File: src/rtl/vga_pkg.sv
// Shared VGA timing types and the default 800x600@60 (40 MHz pixel clock) timing set.
package vga_pkg;

  localparam int unsigned DEF_CNT_W   = 11;
  localparam int unsigned DEF_FRAME_W = 16;

  typedef struct packed {
    logic [15:0] active;
    logic [15:0] fp;
    logic [15:0] sync;
    logic [15:0] bp;
  } vga_axis_t;

  typedef struct packed {
    vga_axis_t h;
    vga_axis_t v;
    logic      h_pol;
    logic      v_pol;
  } vga_timing_t;

  localparam vga_timing_t DEF_TIMING = '{
    h:     '{16'd800, 16'd40, 16'd128, 16'd88},
    v:     '{16'd600, 16'd1,  16'd4,   16'd23},
    h_pol: 1'b1,
    v_pol: 1'b1
  };

endpackage

File: src/rtl/vga_if.sv
// Timing bundle at the head of the draw pipeline; `out` is the timing source, `in` the consumer.
interface vga_if #(
  parameter int unsigned CNT_W   = vga_pkg::DEF_CNT_W,
  parameter int unsigned FRAME_W = vga_pkg::DEF_FRAME_W
);
  logic [CNT_W-1:0]   hcount;
  logic [CNT_W-1:0]   vcount;
  logic               hsync;
  logic               vsync;
  logic               hblnk;
  logic               vblnk;
  logic               line_start;
  logic               frame_start;
  logic [FRAME_W-1:0] frame_cnt;

  modport out (output hcount, vcount, hsync, vsync, hblnk, vblnk,
                      line_start, frame_start, frame_cnt);
  modport in  (input  hcount, vcount, hsync, vsync, hblnk, vblnk,
                      line_start, frame_start, frame_cnt);
endinterface

File: src/rtl/vga_wrap_cnt.sv
// Wrapping up-counter with clear priority; exposes its next value so decode logic can
// be registered in lock-step with the count.
module vga_wrap_cnt #(
  parameter int unsigned W   = 11,
  parameter int unsigned MAX = 1055
) (
  input  logic         clk,
  input  logic         rst_n,
  input  logic         en,
  input  logic         clr,
  output logic [W-1:0] cnt_q,
  output logic [W-1:0] cnt_nxt_c,
  output logic         wrap_c
);

  logic [W-1:0] cnt_d;

  always_comb begin
    cnt_d  = cnt_q;
    wrap_c = en && (cnt_q == W'(MAX));
    if (clr) begin
      cnt_d = '0;
    end else if (en) begin
      cnt_d = wrap_c ? '0 : cnt_q + W'(1);
    end
  end

  assign cnt_nxt_c = cnt_d;

  always_ff @(posedge clk or negedge rst_n) begin
    if (!rst_n) cnt_q <= '0;
    else        cnt_q <= cnt_d;
  end

endmodule

File: src/rtl/vga_timing_gen.sv
// Parametrised VGA timing generator: counters, sync/blank decode and line/frame markers,
// all registered and decoded from the next count so nothing skews against hcount/vcount.
module vga_timing_gen
  import vga_pkg::*;
#(
  parameter int unsigned CNT_W    = DEF_CNT_W,
  parameter int unsigned H_ACTIVE = 32'(DEF_TIMING.h.active),
  parameter int unsigned H_FP     = 32'(DEF_TIMING.h.fp),
  parameter int unsigned H_SYNC   = 32'(DEF_TIMING.h.sync),
  parameter int unsigned H_BP     = 32'(DEF_TIMING.h.bp),
  parameter int unsigned V_ACTIVE = 32'(DEF_TIMING.v.active),
  parameter int unsigned V_FP     = 32'(DEF_TIMING.v.fp),
  parameter int unsigned V_SYNC   = 32'(DEF_TIMING.v.sync),
  parameter int unsigned V_BP     = 32'(DEF_TIMING.v.bp),
  parameter int unsigned H_POL    = 32'(DEF_TIMING.h_pol),
  parameter int unsigned V_POL    = 32'(DEF_TIMING.v_pol),
  parameter int unsigned FRAME_W  = DEF_FRAME_W
) (
  input  logic clk,
  input  logic rst_n,
  input  logic pix_en,
  input  logic sync_clr,
  vga_if.out   vga
);

  localparam int unsigned H_TOTAL    = H_ACTIVE + H_FP + H_SYNC + H_BP;
  localparam int unsigned V_TOTAL    = V_ACTIVE + V_FP + V_SYNC + V_BP;
  localparam int unsigned H_SYNC_BEG = H_ACTIVE + H_FP;
  localparam int unsigned H_SYNC_END = H_SYNC_BEG + H_SYNC;
  localparam int unsigned V_SYNC_BEG = V_ACTIVE + V_FP;
  localparam int unsigned V_SYNC_END = V_SYNC_BEG + V_SYNC;
  localparam logic        H_LVL      = 1'(H_POL);
  localparam logic        V_LVL      = 1'(V_POL);

  if (CNT_W == 0 || CNT_W > 32 || FRAME_W == 0 || H_ACTIVE == 0 || H_SYNC == 0 ||
      V_ACTIVE == 0 || V_SYNC == 0) begin : g_bad_width
    $error("vga_timing_gen: width parameter out of range");
  end
  if (64'(H_TOTAL) > (64'd1 << CNT_W) || 64'(V_TOTAL) > (64'd1 << CNT_W)) begin : g_bad_total
    $error("vga_timing_gen: H_TOTAL/V_TOTAL do not fit in CNT_W bits");
  end

  logic [CNT_W-1:0]   h_cnt, v_cnt, h_nxt_c, v_nxt_c;
  logic               h_wrap_c, v_wrap_c;
  logic               hsync_d, hsync_q, vsync_d, vsync_q;
  logic               hblnk_d, hblnk_q, vblnk_d, vblnk_q;
  logic               line_start_d, line_start_q, frame_start_d, frame_start_q;
  logic [FRAME_W-1:0] frame_cnt_d, frame_cnt_q;

  vga_wrap_cnt #(.W(CNT_W), .MAX(H_TOTAL - 1)) u_hcnt (
    .clk       (clk),
    .rst_n     (rst_n),
    .en        (pix_en),
    .clr       (sync_clr),
    .cnt_q     (h_cnt),
    .cnt_nxt_c (h_nxt_c),
    .wrap_c    (h_wrap_c)
  );

  vga_wrap_cnt #(.W(CNT_W), .MAX(V_TOTAL - 1)) u_vcnt (
    .clk       (clk),
    .rst_n     (rst_n),
    .en        (pix_en & h_wrap_c),
    .clr       (sync_clr),
    .cnt_q     (v_cnt),
    .cnt_nxt_c (v_nxt_c),
    .wrap_c    (v_wrap_c)
  );

  // Compare in 32 bits so a sync end equal to 2**CNT_W cannot truncate to zero.
  always_comb begin
    hblnk_d       = 32'(h_nxt_c) >= H_ACTIVE;
    vblnk_d       = 32'(v_nxt_c) >= V_ACTIVE;
    hsync_d       = ~H_LVL;
    vsync_d       = ~V_LVL;
    line_start_d  = sync_clr | h_wrap_c;
    frame_start_d = sync_clr | (h_wrap_c & v_wrap_c);
    frame_cnt_d   = frame_cnt_q;
    if (32'(h_nxt_c) >= H_SYNC_BEG && 32'(h_nxt_c) < H_SYNC_END) hsync_d = H_LVL;
    if (32'(v_nxt_c) >= V_SYNC_BEG && 32'(v_nxt_c) < V_SYNC_END) vsync_d = V_LVL;
    if (frame_start_d) frame_cnt_d = frame_cnt_q + FRAME_W'(1);
  end

  always_ff @(posedge clk or negedge rst_n) begin
    if (!rst_n) begin
      hsync_q       <= ~H_LVL;
      vsync_q       <= ~V_LVL;
      hblnk_q       <= 1'b0;
      vblnk_q       <= 1'b0;
      line_start_q  <= 1'b0;
      frame_start_q <= 1'b0;
      frame_cnt_q   <= '0;
    end else begin
      hsync_q       <= hsync_d;
      vsync_q       <= vsync_d;
      hblnk_q       <= hblnk_d;
      vblnk_q       <= vblnk_d;
      line_start_q  <= line_start_d;
      frame_start_q <= frame_start_d;
      frame_cnt_q   <= frame_cnt_d;
    end
  end

  assign vga.hcount      = h_cnt;
  assign vga.vcount      = v_cnt;
  assign vga.hsync       = hsync_q;
  assign vga.vsync       = vsync_q;
  assign vga.hblnk       = hblnk_q;
  assign vga.vblnk       = vblnk_q;
  assign vga.line_start  = line_start_q;
  assign vga.frame_start = frame_start_q;
  assign vga.frame_cnt   = frame_cnt_q;

endmodule
File: src/flat_wrapper.sv
// flat-port wrapper written by rule: the top's interface ports become plain ports
module vga_timing_gen_flat import vga_pkg::*;
#(
  parameter int unsigned CNT_W    = DEF_CNT_W,
  parameter int unsigned H_ACTIVE = 32'(DEF_TIMING.h.active),
  parameter int unsigned H_FP     = 32'(DEF_TIMING.h.fp),
  parameter int unsigned H_SYNC   = 32'(DEF_TIMING.h.sync),
  parameter int unsigned H_BP     = 32'(DEF_TIMING.h.bp),
  parameter int unsigned V_ACTIVE = 32'(DEF_TIMING.v.active),
  parameter int unsigned V_FP     = 32'(DEF_TIMING.v.fp),
  parameter int unsigned V_SYNC   = 32'(DEF_TIMING.v.sync),
  parameter int unsigned V_BP     = 32'(DEF_TIMING.v.bp),
  parameter int unsigned H_POL    = 32'(DEF_TIMING.h_pol),
  parameter int unsigned V_POL    = 32'(DEF_TIMING.v_pol),
  parameter int unsigned FRAME_W  = DEF_FRAME_W
)
  (clk, rst_n, pix_en, sync_clr, vga_hcount, vga_vcount, vga_hsync, vga_vsync, vga_hblnk, vga_vblnk, vga_line_start, vga_frame_start, vga_frame_cnt);
  vga_if #(.CNT_W(CNT_W), .FRAME_W(FRAME_W)) vga_i ();
  input  logic clk;
  input  logic rst_n;
  input  logic pix_en;
  input  logic sync_clr;
  output wire logic [$bits(vga_i.hcount)-1:0] vga_hcount;
  output wire logic [$bits(vga_i.vcount)-1:0] vga_vcount;
  output wire logic [$bits(vga_i.hsync)-1:0] vga_hsync;
  output wire logic [$bits(vga_i.vsync)-1:0] vga_vsync;
  output wire logic [$bits(vga_i.hblnk)-1:0] vga_hblnk;
  output wire logic [$bits(vga_i.vblnk)-1:0] vga_vblnk;
  output wire logic [$bits(vga_i.line_start)-1:0] vga_line_start;
  output wire logic [$bits(vga_i.frame_start)-1:0] vga_frame_start;
  output wire logic [$bits(vga_i.frame_cnt)-1:0] vga_frame_cnt;
  assign vga_hcount = vga_i.hcount;
  assign vga_vcount = vga_i.vcount;
  assign vga_hsync = vga_i.hsync;
  assign vga_vsync = vga_i.vsync;
  assign vga_hblnk = vga_i.hblnk;
  assign vga_vblnk = vga_i.vblnk;
  assign vga_line_start = vga_i.line_start;
  assign vga_frame_start = vga_i.frame_start;
  assign vga_frame_cnt = vga_i.frame_cnt;
  vga_timing_gen #(.CNT_W(CNT_W), .H_ACTIVE(H_ACTIVE), .H_FP(H_FP), .H_SYNC(H_SYNC), .H_BP(H_BP), .V_ACTIVE(V_ACTIVE), .V_FP(V_FP), .V_SYNC(V_SYNC), .V_BP(V_BP), .H_POL(H_POL), .V_POL(V_POL), .FRAME_W(FRAME_W)) u_core (.clk(clk), .rst_n(rst_n), .pix_en(pix_en), .sync_clr(sync_clr), .vga(vga_i));
endmodule
File: config.mk
export PLATFORM = sky130hd
export DESIGN_NAME = vga_timing_gen_flat
export DESIGN_NICKNAME = d
export VERILOG_FILES = /design/src/rtl/vga_pkg.sv /design/src/rtl/vga_if.sv /design/src/rtl/vga_wrap_cnt.sv /design/src/rtl/vga_timing_gen.sv /design/src/flat_wrapper.sv
export SDC_FILE = /design/constraint.sdc
export NUM_CORES = 1
export LEC_CHECK = 0
export ABC_AREA = 1
export ABC_CLOCK_PERIOD_IN_PS = 2500
export CAP_MARGIN = 15
export CORE_ASPECT_RATIO = 1.4
export CORE_MARGIN = 2
export CORE_UTILIZATION = 50
export DETAILED_ROUTE_END_ITERATION = 7
export MAX_ROUTING_LAYER = met4
export PLACE_DENSITY = 0.78
export SLEW_MARGIN = 20
export SYNTH_ARGS = -nofsm -noshare
export SYNTH_HDL_FRONTEND = slang
export SYNTH_HIERARCHICAL = 1
export SYNTH_SLANG_ARGS = --single-unit
File: constraint.sdc
create_clock -name clk -period 2.5 [get_ports clk]
set_input_delay 0.75 -clock clk [delete_from_list [all_inputs] [get_ports clk]]
set_output_delay 0.75 -clock clk [all_outputs]
set_load 0.005 [all_outputs]
==> results of run 1 <==
how the worst min path moves through the flow:
stage	slack (ps)	endpoint
after global routing	540	u_core/vga.frame_cnt[10]
after global placement	510	u_core/vga.frame_cnt[8]
after detailed placement	500	u_core/vga.frame_cnt[8]
after floorplan	450	u_core/u_hcnt/cnt_q[0]
after CTS	520	u_core/vga.frame_cnt[8]
final	510	u_core/vga.frame_cnt[12]
kinds of logic after synthesis:
group	after synthesis	share of synthesized area, %
AOI/OAI and AO/OA	11	2.38
xor gates and xnor gates	17	6.04
adders and majority gates	3	1.52
buffers and inverters	49	7.76
DFF	44	44.6
and+or+nand+nor	186	37.6
timing repair:
action	4_1_cts	5_1_grt
endpoints found under the setup margin	14	18
pin swaps	6	9
gates resized for setup	5	12
setup buffers	6	6
placed cells by master (no fill, tap or decap), types with 2 or more instances in the layout:
cell type and count:
a21oi_1 4, buf_4 36, clkbuf_8 6, clkdlybuf4s50_1 45
dfrtp_1 43, ha_1 2, inv_1 45, inv_2 3
nand2_1 67, nand2_2 7, nand2_4 4, nand3_1 21
nand3_2 6, nand3b_1 2, nand4_1 8, nor2_1 47
nor2_2 4, nor2_4 9, nor3_1 4, o21ai_0 3
or2_2 4, xnor2_1 3, xor2_1 14
registers in the layout (all words and copies together) (netlist names):
signal,cells
u_core/u_hcnt/cnt_q,11
u_core/u_vcnt/cnt_q,11
u_core/vga.frame_cnt,16
u_core/vga.frame_start,1
u_core/vga.hblnk,1
u_core/vga.hsync,1
u_core/vga.line_start,1
u_core/vga.vblnk,1
u_core/vga.vsync,1
final cells by class:
class                   instances  area (µm²)
fillers                       394        1370
multi-input cells             217        1220
flip-flops and latches         44        1100
repair buffers                 83         731
inverters                      48         180
clock buffers                   6        82.6
well taps                      64        80.1
clock inverters                 2        38.8
per-stage QoR:
step / cells / instance area, µm² / worst slack, ps / hold WS, ps / power [mW]
after floorplan: 310 / 2470 / 111 / 454 / 0.998
after global placement: 444 / 3180 / -437 / 506 / 1.18
after detailed placement: 444 / 3180 / -517 / 505 / 1.19
after CTS: 458 / 3350 / 53.1 / 521 / 1.77
after global routing: 464 / 3430 / -23.1 / 543 / 1.84
final: 464 / 3430 / 142 / 509 / 1.75
report_power, final:
| group | switching [mW] | total [mW] | internal [mW] | leakage (nW) |
|---|---|---|---|---|
| Clock | 0.248 | 0.574 | 0.327 | 0.0614 |
| Sequential | 0.0685 | 0.840 | 0.771 | 0.577 |
| Combinational | 0.158 | 0.338 | 0.181 | 1.00 |
metal layers:
metal	up-vias	GRT usage, %
met5	-	-
met4	0	9.68
met3	12	3.23
met2	58	39.6
met1	1052	25.5
li1	1130	-
==> results.json, run 1 <==
{
  "clk_pin_slew_ps": 90,
  "leakage_nw": 1.64,
  "drt-total-wl_mm": 5.79,
  "syn-cell-area_mm2": 0.00247,
  "htreeDepth": 2,
  "clock_sinks": 44,
  "numCtsBuffers": 5,
  "die_x_um": 63.4,
  "yosys.cell_count.top_type": "nand2_1",
  "clock_latency_ps": 300,
  "worst_clock_skew_ps": 6.68,
  "wl_per_cell_um": 12.5,
  "fin_util_pct": 71.5,
  "worst_setup_path_start_kind": "register",
  "drv_slew": 0,
  "synth_edf_count": 0,
  "rr_worst_depth": 18,
  "crit_path_max_incr_delay_ps": 420,
  "drt-initial-drc-count": 125,
  "cts_tree": "yes",
  "cp-endpoint": "u_core/vga.frame_cnt[3]",
  "r2r-end": "u_core/vga.frame_cnt[3]",
  "grt_overflow": 0,
  "worst_pin_slew_ps": 536,
  "drt-met1-wl_mm": 2.29,
  "cp_common_cell": "buf_4",
  "synthCells": 310,
  "syn_nets": 317,
  "vias_per_cell": 4.85,
  "hp-class": "in -> async",
  "synthArstFlopShare_pct": 100,
  "die_h_um": 87.1,
  "slew_headroom_pct": 64.3,
  "fmax_mhz": 424,
  "portBuffers": 47,
  "crit_chain": "ha_4, inv_1, nor2_4, nand3_2, inv_1, buf_4, buf_4, buf_4, buf_4, buf_4, buf_4, buf_4, nand2_2, nand2_4, nand2_4, buf_4, xor2_1, inv_1",
  "ys_seq_area_share_pct": 44.6,
  "first_pass_iters": 4,
  "worst_ep_arrival_time_ps": 2550,
  "status": "finished, final reports clean",
  "yosys-top-cells-area": "dfrtp_1 (45%), nand2_1 (11%), nor2_1 (7.5%), inv_1 (7.2%), xor2_1 (5.0%)",
  "finalSetupViolCount": 0,
  "antenna_found_initial": 0,
  "cellPowerDensity_mw_per_mm2": 510,
  "dpl.hpwl_mm": 4.15,
  "yosysUniqueCellTypes": 27,
  "yosys.area.top_type_share_pct": 44.6,
  "finalHoldViolCount": 0,
  "root_buffer": "clkbuf_8",
  "syn_avg_cell_area_um2": 7.96,
  "clockBufferDepth": 2,
  "min_period_over_period_pct": 94.3,
  "grt_max_degree": 45,
  "placementRows": 30,
  "core_mm2": 0.00480,
  "ys_warn_count": 6,
  "pin_count": 48,
  "ys_ff_latch": 44,
  "post-route-min-period_ps": 2360,
  "routed-wl-met2_mm": 3.15,
  "ctsHoldBuffers": 0,
  "cp.required_ps": 2690,
  "synth_common_cells": "nand2_1 (69), nor2_1 (49), inv_1 (47), dfrtp_1 (44), nand3_1 (23)",
  "drcViolationCount": 0,
  "grt_pass1_vias": 2151,
  "grt_pass1_wl_mm": 9.45,
  "reg2reg_slack_ps": 140,
  "topRoutingLayerUsed": "met4",
  "finalSetupTns_ps": 0,
  "drtAntennaViolNets": 0,
  "met3_length_um": 239,
  "peakVddDrop_uv": 528,
  "track_usage_pct": 22.5,
  "num_antenna_cells": 0,
  "num_vias": 2252,
  "layout-drive-gt1-share_pct": 22.0,
  "end_kind": "register",
  "die-area_mm2": 0.00552,
  "criticalPathCategory": "reg -> reg",
  "ys.flop_type": "dfrtp_1",
  "drv_cap": 0,
  "finalNetCount": 406,
  "gp_congestion": 0.887,
  "critPathLaunch": "u_core/u_hcnt/cnt_q[0]",
  "crit_cells": 18,
  "synth_area_leader_cell": "dfrtp_1",
  "reg2reg_from": "u_core/u_hcnt/cnt_q[0]",
  "critPathMaxFanout": 4,
  "crit_slowest_cell": "dfrtp_1",
  "cp_num_buf_inv": 11,
  "path_delay_family": "buffers and inverters",
  "start_util_pct": 51.3,
  "area_growth_pct": 39.3
}
Note: power is estimated with default switching activity, not from simulation.
==> run 2: changes to the inputs <==
--- a/config.mk
+++ b/config.mk
@@ -11,9 +11,11 @@
 export CORE_ASPECT_RATIO = 1.4
 export CORE_MARGIN = 2
 export CORE_UTILIZATION = 50
+export CTS_CLUSTER_DIAMETER = 120
 export DETAILED_ROUTE_END_ITERATION = 7
 export MAX_ROUTING_LAYER = met4
 export PLACE_DENSITY = 0.78
+export SKIP_CTS_REPAIR_TIMING = 1
 export SLEW_MARGIN = 20
 export SYNTH_ARGS = -nofsm -noshare
 export SYNTH_HDL_FRONTEND = slang
==> constraint.sdc (replaced) <==
create_clock -name clk -period 2.5 [get_ports clk]
set_input_delay 0.25 -clock clk [delete_from_list [all_inputs] [get_ports clk]]
set_output_delay 0.25 -clock clk [all_outputs]
set_load 0.005 [all_outputs]
==> run 2 against run 1 <==
Critical path depth did not move. Combinational power fell by 3%. Hold slack got worse by 23 ps. Setup slack improved by 26 ps. Flip-flop and latch count did not move. Utilization fell by 2.1 points. Critical endpoint is now u_core/vga.vsync. Largest power group unchanged.
==> results.json, run 2 (synthesis results as in run 1) <==
{
  "die_x_um": 63.4,
  "drt-total-wl_mm": 5.53,
  "wl_per_cell_um": 12.4,
  "numCtsBuffers": 5,
  "gp_congestion": 0.959,
  "drcViolationCount": 0,
  "leakage_nw": 1.55,
  "largest_reg_flops": 16,
  "clockBufferDepth": 2,
  "crit_path_max_incr_delay_ps": 370,
  "grt_max_degree": 45,
  "clock_latency_ps": 290,
  "drt-initial-drc-count": 88,
  "core_mm2": 0.00480,
  "power.share.clock_pct": 35.0,
  "num_vias": 2213,
  "area_growth_pct": 35.2,
  "root_buffer": "clkbuf_8",
  "vias_per_cell": 4.95,
  "htreeDepth": 2,
  "dpl.hpwl_mm": 4.01,
  "die-area_mm2": 0.00552,
  "grt_pass1_vias": 2130,
  "whs_ps": 486,
  "first_pass_iters": 5,
  "grt_pass1_wl_mm": 9.26,
  "start_util_pct": 51.3,
  "die_h_um": 87.1,
  "path_delay_family": "simple AND/OR/NAND/NOR gates",
  "placementRows": 30,
  "worst_ep_arrival_time_ps": 2560,
  "num_antenna_cells": 0,
  "cp.required_ps": 2730,
  "mostFrequentLayoutCells": "nand2_1 (67), clkdlybuf4s50_1 (46), inv_1 (44), nor2_1 (44), dfrtp_1 (42)",
  "dpl.cell_count": 432,
  "instances_no_fill": 447,
  "antenna_found_initial": 0,
  "end_kind": "register",
  "crit_slowest_cell": "dfrtp_1",
  "worst_pin_slew_ps": 565,
  "peakVddDrop_uv": 551,
  "finalHoldViolCount": 0,
  "slew_headroom_pct": 62.3,
  "intPower_mw": 1.34,
  "p_switching_mw": 0.457,
  "crit_cells": 18,
  "clock_sinks": 44,
  "status": "finished, final reports clean",
  "cts_tree": "yes",
  "finalSetupTns_ps": 0,
  "finalSetupViolCount": 0,
  "crit_chain": "ha_2, inv_1, nor2_4, nand3_2, inv_2, nand2_1, inv_2, nand2_2, nor2_4, nand2_2, xor2_1, nor2_2, nor2_2, buf_4, nor2_1, nor2_1, nand3_1, nor2_1",
  "pwr-share-seq_pct": 46.7,
  "grt_overflow": 0,
  "layout-drive-gt1-share_pct": 18.8,
  "min_period_over_period_pct": 93.3,
  "critPathMaxFanout": 6,
  "pin_count": 48,
  "comb_power_share_pct": 18.3,
  "criticalPathCategory": "reg -> reg",
  "place_area_mm2": 0.00309,
  "mostFrequentLayoutCell": "nand2_1",
  "hp-class": "in -> async",
  "drv_cap": 0,
  "design_area_mm2": 0.00333,
  "post-route-min-period_ps": 2330,
  "cp_common_cell": "nor2_1",
  "finalNetCount": 390,
  "track_usage_pct": 21.9,
  "cellPowerDensity_mw_per_mm2": 539,
  "drv_slew": 0,
  "drtAntennaViolNets": 0,
  "portBuffers": 47,
  "switching_share_pct": 25.4,
  "worst_clock_skew_ps": 4.60,
  "clk_pin_slew_ps": 80,
  "fmax_mhz": 429,
  "rr_worst_depth": 18,
  "cp_num_buf_inv": 4,
  "worst_setup_path_start_kind": "register"
}
run 2: path summary, 6_finish.rpt:
kind	startpoint	end	slack (ps)
max reg2reg	u_core/u_hcnt/cnt_q[1]	u_core/vga.vsync	170
min	rst_n	u_core/vga.frame_cnt[6]	490
min reg2reg	u_core/vga.frame_cnt[8]	u_core/vga.frame_cnt[8]	510
max	u_core/u_hcnt/cnt_q[1]	u_core/vga.vsync	170
max in group asynchronous	rst_n	u_core/u_hcnt/cnt_q[7]	1490
min in group clk	u_core/vga.frame_cnt[8]	u_core/vga.frame_cnt[8]	510
run 2: power groups by stage:
stage          clock network, mW  logic, mW  registers [mW]
5_1_grt                    0.676      0.369           0.852
2_1_floorplan                  0      0.147           0.851
3_5_place_dp                   0      0.321           0.855
6_report                   0.630      0.329           0.839
3_3_place_gp                   0      0.316           0.855
4_1_cts                    0.647      0.324           0.842
run 2: final cells by class:
| type | count | area [µm²] |
|---|---|---|
| clock buffers | 5 | 68.8 |
| inverters | 48 | 180 |
| clock inverters | 2 | 60.1 |
| multi-input cells | 217 | 1200 |
| fillers | 423 | 1470 |
| repair buffers | 67 | 638 |
| flip-flops and latches | 44 | 1100 |
| well taps | 64 | 80.1 |
run 2: metal layers:
metal | share of wire (%) | vias up | global-route usage, %
li1 | - | 1106 | -
met1 | 40 | 1046 | 23.7
met2 | 54 | 49 | 39.9
met3 | 3.9 | 12 | 4.27
met4 | 2.4 | 0 | 7.31
met5 | 0 | - | -
run 2: stage by stage:
step	setup WS (ps)	power, mW	utilization (%)
floorplan	204	0.998	-
global placement	44.0	1.17	64.3
detailed placement	-42.0	1.18	64.3
CTS	-7.44	1.81	67.0
global route	-105	1.90	69.4
finish	168	1.80	69.4
==> run 3: changes to the inputs <==
--- a/config.mk
+++ b/config.mk
@@ -16,7 +16,7 @@
 export MAX_ROUTING_LAYER = met4
 export PLACE_DENSITY = 0.78
 export SKIP_CTS_REPAIR_TIMING = 1
-export SLEW_MARGIN = 20
+export SLEW_MARGIN = 25
 export SYNTH_ARGS = -nofsm -noshare
 export SYNTH_HDL_FRONTEND = slang
 export SYNTH_HIERARCHICAL = 1
==> run 3 against run 2 <==
Sequential power about the same. Combinational power down 2%. Hold slack better by 14 ps. Cell count shrank 0.22%.
==> results.json, run 3 (synthesis results as in run 1) <==
{
  "num_vias": 2220,
  "setup_slack_ps": 162,
  "hp-class": "in -> async",
  "r2r-end": "u_core/vga.vsync",
  "mostFrequentLayoutCell": "nand2_1",
  "place_ws_ps": -42.0,
  "fmax_mhz": 428,
  "grt_pass1_wl_mm": 9.26,
  "peakVddDrop_uv": 547,
  "root_buffer": "clkbuf_8",
  "largest_reg_flops": 16,
  "worst_clock_skew_ps": 3.43,
  "reg2reg_slack_ps": 160,
  "p_switching_mw": 0.455,
  "die_h_um": 87.1,
  "die-area_mm2": 0.00552,
  "end_kind": "register",
  "intPower_mw": 1.34,
  "start_util_pct": 51.3,
  "rr_worst_depth": 18,
  "numCtsBuffers": 5,
  "drv_slew": 0,
  "criticalPathCategory": "reg -> reg",
  "post-route-min-period_ps": 2340,
  "reg2reg_from": "u_core/u_hcnt/cnt_q[1]",
  "finalSetupTns_ps": 0,
  "clock_latency_ps": 290,
  "clock_sinks": 44,
  "cts_tree": "yes",
  "slew_headroom_pct": 62.9,
  "wl_per_cell_um": 12.4,
  "comb_power_share_pct": 18.1,
  "cellPowerDensity_mw_per_mm2": 541,
  "grt_overflow": 0,
  "num_antenna_cells": 0,
  "portBuffers": 47,
  "placementRows": 30,
  "core_mm2": 0.00480,
  "antenna_found_initial": 0,
  "drt-initial-drc-count": 119,
  "drv_cap": 0,
  "pwr-share-seq_pct": 46.9,
  "mostFrequentLayoutCells": "nand2_1 (67), clkdlybuf4s50_1 (46), inv_1 (44), nor2_1 (44), dfrtp_1 (42)",
  "worst_pin_slew_ps": 557,
  "whs_ps": 500,
  "finalNetCount": 389,
  "htreeDepth": 2,
  "die_x_um": 63.4,
  "status": "finished, final reports clean",
  "drt-total-wl_mm": 5.51,
  "leakage_nw": 1.54,
  "gp_congestion": 0.959,
  "finalSetupViolCount": 0,
  "clockBufferDepth": 2,
  "cp.required_ps": 2730,
  "worst_ep_arrival_time_ps": 2560,
  "switching_share_pct": 25.4,
  "layout-drive-gt1-share_pct": 18.6,
  "min_period_over_period_pct": 93.5,
  "drcViolationCount": 0,
  "critPathMaxFanout": 6,
  "grt_pass1_vias": 2130,
  "vias_per_cell": 4.98,
  "pin_count": 48,
  "drtAntennaViolNets": 0,
  "area_growth_pct": 34.2,
  "dpl.hpwl_mm": 4.01,
  "finalHoldViolCount": 0,
  "grt_max_degree": 45,
  "track_usage_pct": 21.9,
  "first_pass_iters": 4,
  "worst_setup_path_start_kind": "register",
  "clk_pin_slew_ps": 80,
  "power.share.clock_pct": 35.1
}
run 3: layout make-up:
type                       count  area [µm²]
timing repair buffer          66         613
sequential                    44        1100
clock inverter                 2        60.1
tap                           64        80.1
fill                         424        1500
clock buffer                   5        68.8
inverter                      48         180
multi-input combinational    217        1200
run 3: power by group through the flow:
stage | clock network, mW | registers [mW] | logic, mW
finish | 0.628 | 0.839 | 0.324
global route | 0.676 | 0.852 | 0.364
CTS | 0.647 | 0.842 | 0.324
detailed placement | 0 | 0.855 | 0.321
global placement | 0 | 0.855 | 0.316
floorplan | 0 | 0.851 | 0.147
run 3: layer usage:
metal  vias up  GRT usage (%)  part of all wire (%)
li1       1102              -                     -
met1      1052           23.7                    39
met2        56           39.9                    53
met3        10           4.27                   5.0
met4         0           7.31                   2.3
met5         -              -                     0
run 3: worst max-delay path, cell delays in order (launching register included):
cell and delay (ps):
dfrtp_1 370, ha_2 200, inv_1 70, nor2_4 110, nand3_2 90, inv_2 60, nand2_1 60, inv_2 110
nand2_2 80, nor2_4 150, nand2_2 60, xor2_1 180, nor2_2 70, nor2_2 150, buf_4 120, nor2_1 30
nor2_1 150, nand3_1 100, nor2_1 110
run 3: worst max path at each step:
stage / end / cells after the start / startpoint / slack, ps
detailed placement: u_core/vga.vsync / 18 / pix_en / -40
global route: u_core/vga.vsync / 18 / u_core/u_hcnt/cnt_q[1] / -110
global placement: u_core/vga.frame_cnt[9] / 17 / pix_en / 40
floorplan: u_core/vga.vsync / 19 / u_core/u_hcnt/cnt_q[0] / 200
CTS: u_core/vga.vsync / 18 / u_core/u_hcnt/cnt_q[0] / -7
finish: u_core/vga.vsync / 18 / u_core/u_hcnt/cnt_q[1] / 160
run 3: stage by stage:
step	std cells	total power, mW	area [µm²]	utilization [%]
3_5_place_dp	432	1.18	3090	64.3
6_report	446	1.79	3310	68.9
4_1_cts	439	1.81	3220	67.0
2_1_floorplan	310	0.998	2470	-
5_1_grt	446	1.89	3310	68.9
3_3_place_gp	432	1.17	3090	64.3
